## src/rtl/risc_spm_core_if.sv

```systemverilog
// risc_spm_core_if
// Memory bus between the SPM core and its single-port memory.
// The core is the master: it raises mem_req with a stable address and
// direction and holds them until the memory answers with mem_ack.
//   mem_req   : access request, held until acknowledged
//   mem_we    : 1 = write, 0 = read, meaningful while mem_req is high
//   mem_addr  : access address
//   mem_wdata : write data
//   mem_rdata : read data, used only in the acknowledging cycle
//   mem_ack   : access completes at the rising edge where req and ack are both high
interface risc_spm_core_if #(
    parameter int WORD_SIZE = 8
);
    logic                 mem_req;
    logic                 mem_we;
    logic [WORD_SIZE-1:0] mem_addr;
    logic [WORD_SIZE-1:0] mem_wdata;
    logic [WORD_SIZE-1:0] mem_rdata;
    logic                 mem_ack;

    modport master (
        output mem_req,
        output mem_we,
        output mem_addr,
        output mem_wdata,
        input  mem_rdata,
        input  mem_ack
    );

    modport slave (
        input  mem_req,
        input  mem_we,
        input  mem_addr,
        input  mem_wdata,
        output mem_rdata,
        output mem_ack
    );
endinterface

```

## src/rtl/risc_spm_core.sv

```systemverilog
// risc_spm_core
// Parametrised RISC stored-program-machine core: register file, ALU,
// Z/C flags, program counter and a multi-state controller fetching and
// executing from an external memory through a req/ack handshake.
// WORD_SIZE must be at least 4 + 2*REG_BITS so the instruction fields fit.
//   clk        : single clock, rising edge
//   rst        : synchronous active-low reset
//   bus        : memory master port (req/we/addr/wdata out, rdata/ack in)
//   pc_out     : current program counter
//   zero_flag  : Z flag
//   carry_flag : C flag
//   halted     : core sits in HALT
//   illegal_op : sticky, HALT was reached through an undefined opcode
module risc_spm_core #(
    parameter int WORD_SIZE = 8,
    parameter int REG_BITS  = 2
) (
    input  logic                   clk,
    input  logic                   rst,
    risc_spm_core_if.master        bus,
    output logic [WORD_SIZE-1:0]   pc_out,
    output logic                   zero_flag,
    output logic                   carry_flag,
    output logic                   halted,
    output logic                   illegal_op
);

    localparam int NUM_REGS = 2 ** REG_BITS;

    localparam logic [3:0] OP_NOP = 4'd0;
    localparam logic [3:0] OP_ADD = 4'd1;
    localparam logic [3:0] OP_SUB = 4'd2;
    localparam logic [3:0] OP_AND = 4'd3;
    localparam logic [3:0] OP_NOT = 4'd4;
    localparam logic [3:0] OP_RD  = 4'd5;
    localparam logic [3:0] OP_WR  = 4'd6;
    localparam logic [3:0] OP_BR  = 4'd7;
    localparam logic [3:0] OP_BRZ = 4'd8;
    localparam logic [3:0] OP_OR  = 4'd9;
    localparam logic [3:0] OP_XOR = 4'd10;
    localparam logic [3:0] OP_SHL = 4'd11;
    localparam logic [3:0] OP_BRC = 4'd12;
    localparam logic [3:0] OP_HLT = 4'd15;

    typedef enum logic [3:0] {
        S_IDLE,
        S_FETCH,
        S_DEC,
        S_EX,
        S_ADDR,
        S_RD,
        S_WR,
        S_BR,
        S_HALT
    } state_t;

    state_t state;
    state_t state_next;

    logic [WORD_SIZE-1:0] regs [NUM_REGS];
    logic [WORD_SIZE-1:0] pc;
    logic [WORD_SIZE-1:0] ir;
    logic [WORD_SIZE-1:0] ar;
    logic [WORD_SIZE-1:0] y;
    logic                 z;
    logic                 c;
    logic                 ill;

    logic [3:0]           opcode;
    logic [REG_BITS-1:0]  src;
    logic [REG_BITS-1:0]  dest;
    logic [WORD_SIZE-1:0] src_val;
    logic [WORD_SIZE-1:0] dest_val;
    logic [WORD_SIZE-1:0] not_val;
    logic [WORD_SIZE:0]   alu_wide;
    logic [WORD_SIZE-1:0] alu_res;
    logic                 alu_carry;

    assign opcode   = ir[WORD_SIZE-1 -: 4];
    assign src      = ir[2*REG_BITS-1:REG_BITS];
    assign dest     = ir[REG_BITS-1:0];
    assign src_val  = regs[src];
    assign dest_val = regs[dest];
    assign not_val  = ~src_val;

    // ALU evaluated one bit wider than the word: the extra MSB is the
    // carry-out for ADD and the borrow for SUB (the subtraction wraps
    // exactly when R[dest] < Y); for SHL it catches the bit shifted out.
    always_comb begin
        alu_wide = '0;
        case (opcode)
            OP_ADD:  alu_wide = {1'b0, dest_val} + {1'b0, y};
            OP_SUB:  alu_wide = {1'b0, dest_val} - {1'b0, y};
            OP_AND:  alu_wide = {1'b0, dest_val & y};
            OP_OR:   alu_wide = {1'b0, dest_val | y};
            OP_XOR:  alu_wide = {1'b0, dest_val ^ y};
            OP_SHL:  alu_wide = {dest_val, 1'b0};
            default: alu_wide = '0;
        endcase
    end

    assign alu_res   = alu_wide[WORD_SIZE-1:0];
    assign alu_carry = alu_wide[WORD_SIZE];

    // Controller state register.
    always_ff @(posedge clk) begin
        if (!rst) begin
            state <= S_IDLE;
        end else begin
            state <= state_next;
        end
    end

    // Next-state logic. Memory states only advance on mem_ack, which is
    // what stretches them by the wait cycles the memory inserts.
    always_comb begin
        state_next = state;
        case (state)
            S_IDLE:  state_next = S_FETCH;
            S_FETCH: if (bus.mem_ack) state_next = S_DEC;
            S_DEC: begin
                case (opcode)
                    OP_NOP:  state_next = S_FETCH;
                    OP_ADD, OP_SUB, OP_AND,
                    OP_OR, OP_XOR, OP_SHL:
                             state_next = S_EX;
                    OP_NOT:  state_next = S_FETCH;
                    OP_RD, OP_WR:
                             state_next = S_ADDR;
                    OP_BR:   state_next = S_BR;
                    OP_BRZ:  state_next = z ? S_BR : S_FETCH;
                    OP_BRC:  state_next = c ? S_BR : S_FETCH;
                    OP_HLT:  state_next = S_HALT;
                    default: state_next = S_HALT;
                endcase
            end
            S_EX:    state_next = S_FETCH;
            S_ADDR:  if (bus.mem_ack) state_next = (opcode == OP_WR) ? S_WR : S_RD;
            S_RD:    if (bus.mem_ack) state_next = S_FETCH;
            S_WR:    if (bus.mem_ack) state_next = S_FETCH;
            S_BR:    if (bus.mem_ack) state_next = S_FETCH;
            S_HALT:  state_next = S_HALT;
            default: state_next = S_IDLE;
        endcase
    end

    // Bus outputs depend only on state and registers, so address and data
    // stay put for the whole stalled access. The request is gated with
    // rst so it drops in the very cycle reset is asserted.
    always_comb begin
        bus.mem_req   = 1'b0;
        bus.mem_we    = 1'b0;
        bus.mem_addr  = '0;
        bus.mem_wdata = '0;
        case (state)
            S_FETCH, S_ADDR, S_BR: begin
                bus.mem_req  = 1'b1;
                bus.mem_addr = pc;
            end
            S_RD: begin
                bus.mem_req  = 1'b1;
                bus.mem_addr = ar;
            end
            S_WR: begin
                bus.mem_req   = 1'b1;
                bus.mem_we    = 1'b1;
                bus.mem_addr  = ar;
                bus.mem_wdata = src_val;
            end
            default: ;
        endcase
        if (!rst) begin
            bus.mem_req = 1'b0;
        end
    end

    // Datapath: register file, PC, IR, AR, Y and flags. Every memory-fed
    // update is qualified by mem_ack so a stalled access changes nothing.
    always_ff @(posedge clk) begin
        if (!rst) begin
            for (int i = 0; i < NUM_REGS; i++) begin
                regs[i] <= '0;
            end
            pc  <= '0;
            ir  <= '0;
            ar  <= '0;
            y   <= '0;
            z   <= 1'b0;
            c   <= 1'b0;
            ill <= 1'b0;
        end else begin
            case (state)
                S_FETCH: begin
                    if (bus.mem_ack) begin
                        ir <= bus.mem_rdata;
                        pc <= pc + WORD_SIZE'(1);
                    end
                end
                S_DEC: begin
                    case (opcode)
                        OP_ADD, OP_SUB, OP_AND,
                        OP_OR, OP_XOR, OP_SHL:
                            y <= src_val;
                        OP_NOT: begin
                            regs[dest] <= not_val;
                            z          <= (not_val == '0);
                        end
                        OP_BRZ: if (!z) pc <= pc + WORD_SIZE'(1);
                        OP_BRC: if (!c) pc <= pc + WORD_SIZE'(1);
                        OP_NOP, OP_RD, OP_WR, OP_BR, OP_HLT: ;
                        default: ill <= 1'b1;
                    endcase
                end
                S_EX: begin
                    regs[dest] <= alu_res;
                    z          <= (alu_res == '0);
                    if (opcode == OP_ADD || opcode == OP_SUB || opcode == OP_SHL) begin
                        c <= alu_carry;
                    end
                end
                S_ADDR: begin
                    if (bus.mem_ack) begin
                        ar <= bus.mem_rdata;
                        pc <= pc + WORD_SIZE'(1);
                    end
                end
                S_RD: begin
                    if (bus.mem_ack) begin
                        regs[dest] <= bus.mem_rdata;
                    end
                end
                S_BR: begin
                    if (bus.mem_ack) begin
                        pc <= bus.mem_rdata;
                    end
                end
                default: ;
            endcase
        end
    end

    assign pc_out     = pc;
    assign zero_flag  = z;
    assign carry_flag = c;
    assign halted     = (state == S_HALT);
    assign illegal_op = ill;

endmodule

```

## src/flat_wrapper.sv

```systemverilog
// flat-port wrapper written by rule: the top's interface ports become plain ports
module risc_spm_core_flat 
#(
    parameter int WORD_SIZE = 8,
    parameter int REG_BITS  = 2
)
  (clk, rst, pc_out, zero_flag, carry_flag, halted, illegal_op, bus_mem_req, bus_mem_we, bus_mem_addr, bus_mem_wdata, bus_mem_rdata, bus_mem_ack);
  risc_spm_core_if #(.WORD_SIZE(WORD_SIZE)) bus_i ();
  input  logic clk;
  input  logic rst;
  output logic [WORD_SIZE-1:0] pc_out;
  output logic zero_flag;
  output logic carry_flag;
  output logic halted;
  output logic illegal_op;
  output wire logic [$bits(bus_i.mem_req)-1:0] bus_mem_req;
  output wire logic [$bits(bus_i.mem_we)-1:0] bus_mem_we;
  output wire logic [$bits(bus_i.mem_addr)-1:0] bus_mem_addr;
  output wire logic [$bits(bus_i.mem_wdata)-1:0] bus_mem_wdata;
  input wire logic [$bits(bus_i.mem_rdata)-1:0] bus_mem_rdata;
  input wire logic [$bits(bus_i.mem_ack)-1:0] bus_mem_ack;
  assign bus_mem_req = bus_i.mem_req;
  assign bus_mem_we = bus_i.mem_we;
  assign bus_mem_addr = bus_i.mem_addr;
  assign bus_mem_wdata = bus_i.mem_wdata;
  assign bus_i.mem_rdata = bus_mem_rdata;
  assign bus_i.mem_ack = bus_mem_ack;
  risc_spm_core #(.WORD_SIZE(WORD_SIZE), .REG_BITS(REG_BITS)) u_core (.clk(clk), .rst(rst), .bus(bus_i), .pc_out(pc_out), .zero_flag(zero_flag), .carry_flag(carry_flag), .halted(halted), .illegal_op(illegal_op));
endmodule
```

## config.mk

```make
export PLATFORM = sky130hd
export DESIGN_NAME = risc_spm_core_flat
export DESIGN_NICKNAME = d
export VERILOG_FILES = /design/src/rtl/risc_spm_core_if.sv /design/src/rtl/risc_spm_core.sv /design/src/flat_wrapper.sv
export SDC_FILE = /design/constraint.sdc
export NUM_CORES = 1
export LEC_CHECK = 0
export BUFFER_PORTS_ARGS = -buffer_cell sky130_fd_sc_hd__clkbuf_2
export CAP_MARGIN = 10
export CORE_MARGIN = 3
export CORE_UTILIZATION = 60
export DETAILED_ROUTE_END_ITERATION = 8
export MAX_ROUTING_LAYER = met4
export PLACE_DENSITY_LB_ADDON = 0.15
export SLEW_MARGIN = 20
export SYNTH_ARGS = -nofsm -noshare
export SYNTH_HDL_FRONTEND = slang
export SYNTH_SLANG_ARGS = --single-unit
```

## constraint.sdc

```tcl
create_clock -name clk -period 3.7 [get_ports clk]
set_input_delay 0.74 -clock clk [delete_from_list [all_inputs] [get_ports clk]]
set_output_delay 0.74 -clock clk [all_outputs]
set_load 0.03 [all_outputs]
```

==> impl_results.md, run 1 <==
- Worst reg-to-reg setup slack: 270 ps
- Tot GR Track Use: a little under a third
- Final GP Congestion: a little over 0.9
- Most frequent cells in the layout: 61 x nor2_1, 46 x nand2_1, 43 x dfxtp_1
- Slew @ Worst Pin: 1100 ps
- Antenna violations before repair: 0
- Nets: ~610
- Critical Path RT: between 3000 and 4000 ps
- Slowest CP cell: mux4_2
- Hold WS: 469 ps
- Synthesized instance count: approximately 530
- Worst-Skew Late Latency: 360 ps
- DR vias/cell: between 6 and 7
- Final Max Slew Viols: 0
- GRT met1 Usage: a little over two fifths
- Mean post-synth cell area: roughly 9.3 sq um
- Antenna fix cells: 0
- Util after Layout: a little over two thirds
- Cell family with most CP delay: compound AO/OA/AOI/OAI gates
- Initial core utilization: a little over three fifths
- Netlist Area Pre-Place: between 4000 and 5000 sq um
- Final Hold Viols: 0
- Drt first pass iters: 6
- Busiest grt layer: met2
- Fraction of registers with async set/reset: 0%
- Routed vias: around 4300
- CTS Buf Count: 9
- Max stage delay on crit path: roughly 550 ps
- Final wirelength: between 10 and 15 mm
- Vias in the first global route: 4051
- Fin cells: just under 700
- Layout area overhead: 10.8%
- CP Launch Type: register
- First-pass GRT wire length: 21.1 mm
- Final worst-path cycle share: between 90 and 100%
- Slew margin rel.: 26.6%
- Lkg Pwr: 2.13 nW
- Logic pwr share: roughly 18%
- Die X: around 97 um
- Clock share of power: 34.1%
- DRC: 0
- Worst VDD drop: 339 uV
- Total Negative Setup Slacks: 0 ps
- Most numerous cell on the critical path: inv_1
- # rows: 32
- Core ar.: roughly 7800 sq um
- WP data arrival: between 3000 and 4000 ps
- Final min period: about 3400 ps
- Clk root buf: clkbuf_8
- Dpl cells: approximately 660
- Outcome: complete, no violations
- I/O Pins: between 40 and 50
- Cell chain of the critical path: mux4_2 -> inv_1 -> ha_1 -> inv_1 -> fa_1 -> a21o_1 -> a221oi_1 -> xnor2_1 -> o211ai_1 -> a22oi_1 -> nor2_1
- ANT nets after route: 0
- Syn nets: ~570
- Sw frac: 30.3%
- Clock skew: between 20 and 25 ps
- Dominant cells by area after synthesis: edfxtp_1 20%, dfxtp_1 18%, mux4_2 7.3%
- Share of layout cells above drive strength 1: 17.6%
- IO Port Bufs: 40
- Post-CTS setup buffers: 0
- Fmax: 291 MHz
- Register share of total power: between 40% and 50%
- Ys flop type: dfxtp_1
- Clock Path Buffers: 2
- Total die area: 9310 sq um
- YS warnings: 0
- Tot Pwr: approximately 0.0019 W
- Worst Path Buf+Inv: 2
- #FFs+latches synth: 75
- Met3 Use GR: 4.57%
- Synth unique cells: 65
- Top cell type by total area after synthesis: edfxtp_1
- Final HPWL from detailed placement: ~10 mm
- Average routed wire per standard cell: around 20 um
- Number of synthesized flops with an enable pin: 32
- Clk slew on worst S/H paths: 90 ps
- Worst setup EP type: register
- CTS HTree Levels: 3
- Power Internal: between 0.001 and 0.0015 W
- Power Density: approximately 350 nW/um^2
- Sink Count: between 70 and 80
- 1st-iter DRT viols: between 300 and 400
- Resize count post-CTS: 0
- Net Switching: roughly 0.00058 W
- Largest net degree at the start of global routing: 21
- GR met2 Demand/Resource: between 40% and 50%
- RSZ-0062 raised after global routing: false
- Hold WC Path Type: reg2reg
- Share of the synthesized area in the top cell type: 19.6%
- Die height: around 97 um
- Most common cell after layout, fill and taps aside: nor2_1
- Setup-failing EPs final: 0
- CTS tree: done
- Worst Path Class, Setup: reg2reg
- Seq/Total Area, Yosys: a little under two fifths
- CP max FO: 4
- GR Overflow Total: 0
- MaxCap Viol Count: 0
- Post-CTS Hold Buffers: 0
[cell type report]
| class | instances | area (sq um) |
|---|---|---|
| multi-input cells | 395 | 2860 |
| fillers | 654 | 2400 |
| flip-flops and latches | 75 | 1820 |
| repair buffers | 58 | 335 |
| well taps | 102 | 128 |
| clock buffers | 9 | 124 |
| inverters | 29 | 109 |
| clock inverters | 7 | 75.1 |
[worst min-delay path, cell delays in order (launching register included)]
cell     delay (ps)
dfxtp_1         320
nand2_1          50
a21oi_1          50
[registers in the layout, summed over array words and instances, names as in the netlist, named ones only]
| signal | flops |
|---|---|
| u_core.y | 8 |
| u_core.regs | 32 |
| u_core.state | 4 |
| u_core.ir | 8 |
| u_core.ar | 8 |
| u_core.zero_flag | 1 |
| u_core.carry_flag | 1 |
| u_core.pc_out | 8 |
| u_core.illegal_op | 1 |
[synthesized netlist by cell type, drive strengths merged (6+ instances only)]
cell type,number
nor3,13
nand3,18
o32ai,6
nor2b,9
buf,9
nor2,61
nand2b,6
clkbuf,21
nand4,6
a22o,8
inv,29
a21oi,35
mux4,16
dfxtp,43
edfxtp,32
mux2i,18
ha,27
o21ai,16
and2,10
nand2,46
xnor2,9
[logic make-up after synthesis]
| logic type | after synthesis | share of synthesized area (%) |
|---|---|---|
| DFF | 75 | 37.1 |
| xor gates and xnor gates | 13 | 2.32 |
| AOI/OAI and AO/OA | 124 | 17.8 |
| muxes | 35 | 11.2 |
| buffers and inverters | 59 | 4.84 |
| and+or+nand+nor | 195 | 19.5 |
| adders and majority gates | 28 | 7.28 |
[through the flow]
step	worst slack, ps	area, sq um
2_1_floorplan	617	4910
6_report	266	5450
4_1_cts	291	5450
3_5_place_dp	398	5250
3_3_place_gp	446	5250
5_1_grt	79.7	5450
[routing by layer]
layer	routed length [um]	up-vias	share of wire (%)
li1	-	2029	-
met1	5890	2086	43
met2	6440	186	47
met3	887	31	6.5
met4	363	0	2.7
met5	0	-	0
[power by group through the flow]
stage	logic (W)	clock network, W	registers (W)
3_5_place_dp	0.000334	0	0.000935
4_1_cts	0.000336	0.000653	0.000916
5_1_grt	0.000373	0.000695	0.000922
6_report	0.000342	0.000652	0.000918
2_1_floorplan	0.000245	0	0.000924
3_3_place_gp	0.000331	0	0.000932
[worst paths after layout]
path	from	cells past startpoint	endpoint
setup reg to reg	register	11	u_core.regs[2][6]
setup / recovery	register	11	u_core.regs[2][6]
hold / removal	u_core.ar[3]	2	u_core.ar[3]
hold reg to reg	u_core.ar[3]	2	u_core.ar[3]
Power figures use the tool's default switching activity.
==> inputs of run 2 (changes only) <==
--- a/config.mk
+++ b/config.mk
@@ -5,8 +5,10 @@
 export SDC_FILE = /design/constraint.sdc
 export NUM_CORES = 1
 export LEC_CHECK = 0
-export BUFFER_PORTS_ARGS = -buffer_cell sky130_fd_sc_hd__clkbuf_2
+export ABC_AREA = 1
+export BUFFER_PORTS_ARGS = -buffer_cell sky130_fd_sc_hd__buf_4
 export CAP_MARGIN = 10
+export CORE_ASPECT_RATIO = 0.8
 export CORE_MARGIN = 3
 export CORE_UTILIZATION = 60
 export DETAILED_ROUTE_END_ITERATION = 8
==> run 2 against run 1 <==
Design area increased by 6.3%. Die area increased by 6.1%. Sequential power increased by 9%. Largest power group is now combinational logic. Highest routed layer unchanged.
==> impl_results.md, run 2 <==
- I/O Pins: 41
- Net Switching: around 0.0012 W
- CTS Buf Count: 9
- Final wirelength: roughly 15 mm
- Setup-failing EPs final: 0
- Largest net degree at the start of global routing: 32
- Slowest CP cell: fa_1
- WP data arrival: 3390 ps
- Worst Path Buf+Inv: 3
- Drt first pass iters: 5
- Commonest cells in the synthesized netlist: 187 x nand2_1, 100 x inv_1, 85 x nor2_1, 60 x a21oi_1, 56 x nand3_1
- Most numerous cell on the critical path: nand2_1
- Resize count post-CTS: 0
- Register share of total power: a little over a third
- DR vias/cell: approximately 5.8
- Top cell type by total area after synthesis: edfxtp_1
- IO Port Bufs: 40
- Worst Path Class, Setup: reg2reg
- Hold WC Path Type: reg2reg
- Most frequent cells in the layout: 187 x nand2_1, 100 x inv_1, 85 x nor2_1
- Max reg flops: 32
- Final Hold Viols: 0
- Netlist Area Pre-Place: around 5200 sq um
- Power Internal: approximately 0.0016 W
- Logic pwr share: 40.0%
- Clock skew: slightly above 8 ps
- Fmax: 305 MHz
- Average routed wire per standard cell: between 15 and 20 um
- Dominant cells by area after synthesis: edfxtp_1 18%, dfxtp_1 16%, nand2_1 13%
- Fraction of registers with async set/reset: 0%
- Total Negative Setup Slacks: 0 ps
- # rows: 29
- Cell family with most CP delay: simple AND/OR/NAND/NOR gates
- First-pass GRT wire length: around 24 mm
- Final HPWL from detailed placement: between 10 and 15 mm
- DRC: 0
- Number of synthesized flops with an enable pin: 32
- CTS HTree Levels: 3
- Tot GR Track Use: 33.2%
- Clock Path Buffers: 2
- Slew @ Worst Pin: between 800 and 900 ps
- Final Max Slew Viols: 0
- Cell chain of the critical path: buf_4 -> inv_1 -> nand2_1 -> nand3_1 -> nand2_1 -> ha_1 -> inv_1 -> fa_1 -> nand2_1 -> nand4_1 -> nor2_1 -> nor3_1 -> o21ai_1 -> nor2_1
- Antenna fix cells: 0
- Power Density: 484 nW/um^2
- ANT nets after route: 0
- GR Overflow Total: 0
- Lkg Pwr: about 2.6 nW
- MaxCap Viol Count: 0
- Final worst-path cycle share: between 80 and 90%
- Nets: 831
- RSZ-0062 raised after global routing: false
- Max stage delay on crit path: 420 ps
- Biggest register: u_core.regs
- Clk root buf: clkbuf_8
- Outcome: complete, no violations
- Die X: ~110 um
- Post-CTS Hold Buffers: 0
- Share of the synthesized area in the top cell type: 18.4%
- Most common cell after layout, fill and taps aside: nand2_1
- 1st-iter DRT viols: 663
- CP max FO: 17
- Synthesized instance count: ~760
- Final GP Congestion: 0.993
- Register area: between 1500 and 2000 sq um
- Ys flop type: dfxtp_1
- Syn nets: between 700 and 800
- Critical Path RT: ~3800 ps
- CTS tree: done
- Clk slew on worst S/H paths: around 80 ps
- YS warnings: 0
- Final min period: 3280 ps
- Worst setup EP type: register
- Clock share of power: around a quarter
- Core ar.: a little over 8000 sq um
- CP Launch Type: register
- Mean post-synth cell area: 6.90 sq um
- Vias in the first global route: about 4600
- Antenna violations before repair: 0
- Share of layout cells above drive strength 1: between 10% and 20%
- Total die area: just under 10000 sq um
- Synth unique cells: about 40
- Hold WS: about 460 ps
- Sw frac: between 40 and 50%
- Seq/Total Area, Yosys: 34.8%
- Routed vias: approximately 5300
- Initial core utilization: a little under two thirds
- Post-CTS setup buffers: 0
- Most frequent cell after synthesis: nand2_1
- Worst-Skew Late Latency: around 370 ps
- Sink Count: 75
- Slew margin rel.: between 40% and 50%
- Fill count: about 720
- Worst VDD drop: roughly 360 uV
- Die height: between 80 and 90 um
- Multi-input logic area: 2880 sq um
- Layout area overhead: 10.7%
- #FFs+latches synth: 75
run 2: cell types whose count changed after synthesis, moves of 16 or more:
cell     before  now
nand2_1      46  187
mux2i_1      18    0
a21oi_1      34   60
o21ai_0      13   43
nand3_1      18   56
nor2_1       61   85
inv_1        28  100
mux4_2       16    0
run 2: cell type report:
class / instances / share of cell area (%)
clock buffers: 11 / 2.64
clock inverters: 5 / 1.02
inverters: 111 / 7.24
multi-input cells: 552 / 49.7
flip-flops and latches: 75 / 31.5
well taps: 108 / 2.33
repair buffers: 43 / 5.58
run 2: metal layers:
| metal | part of all wire [%] | GRT usage (%) | vias up |
|---|---|---|---|
| li1 | - | - | 2541 |
| met1 | 43 | 46.2 | 2413 |
| met2 | 45 | 49.5 | 275 |
| met3 | 10 | 6.86 | 32 |
| met4 | 2.0 | 8.84 | 0 |
| met5 | 0 | - | - |
run 2: worst paths after layout:
check | slack [ps] | from | end | cells after the start
worst min-delay path | 460 | u_core.ar[2] | u_core.ar[2] | 2
worst min register to register | 460 | u_core.ar[2] | u_core.ar[2] | 2
worst max-delay path | 420 | register | u_core.regs[2][1] | 14
worst max register to register | 420 | register | u_core.regs[2][1] | 14
run 2: cells by family after synthesis:
group / after synthesis / synth area share (%)
buffers and inverters: 131 / 10.1
AO/OA/AOI/OAI: 141 / 15.2
adder cells (fa/ha/maj): 28 / 6.84
XOR/XNOR: 8 / 1.34
AND/OR/NAND/NOR: 375 / 31.7
flip-flops: 75 / 34.8
run 2: power by group through the flow:
stage                     Sequential (W)  Combinational, W  Clock (W)
after global routing             0.00101           0.00126   0.000722
final                            0.00100           0.00112   0.000681
after detailed placement         0.00102           0.00109          0
after global placement           0.00101           0.00107          0
after CTS                       0.000999           0.00110   0.000687
after floorplan                  0.00102          0.000799          0
run 2: worst register-to-register path: stages, from the launching register on:
cell	delay [ps]
dfxtp_1	300
buf_4	190
inv_1	410
nand2_1	120
nand3_1	110
nand2_1	190
ha_1	270
inv_1	120
fa_1	420
nand2_1	80
nand4_1	80
nor2_1	190
nor3_1	90
o21ai_1	370
nor2_1	90
run 2: stage by stage:
step	worst slack [ps]	util (%)	std cells	cell area [sq um]	power [W]
after global placement	665	68.0	889	5580	0.00208
after detailed placement	549	68.0	889	5580	0.00211
after floorplan	871	-	758	5230	0.00182
after global routing	295	70.6	905	5790	0.00299
after CTS	536	70.6	905	5790	0.00279
final	423	70.6	905	5790	0.00280
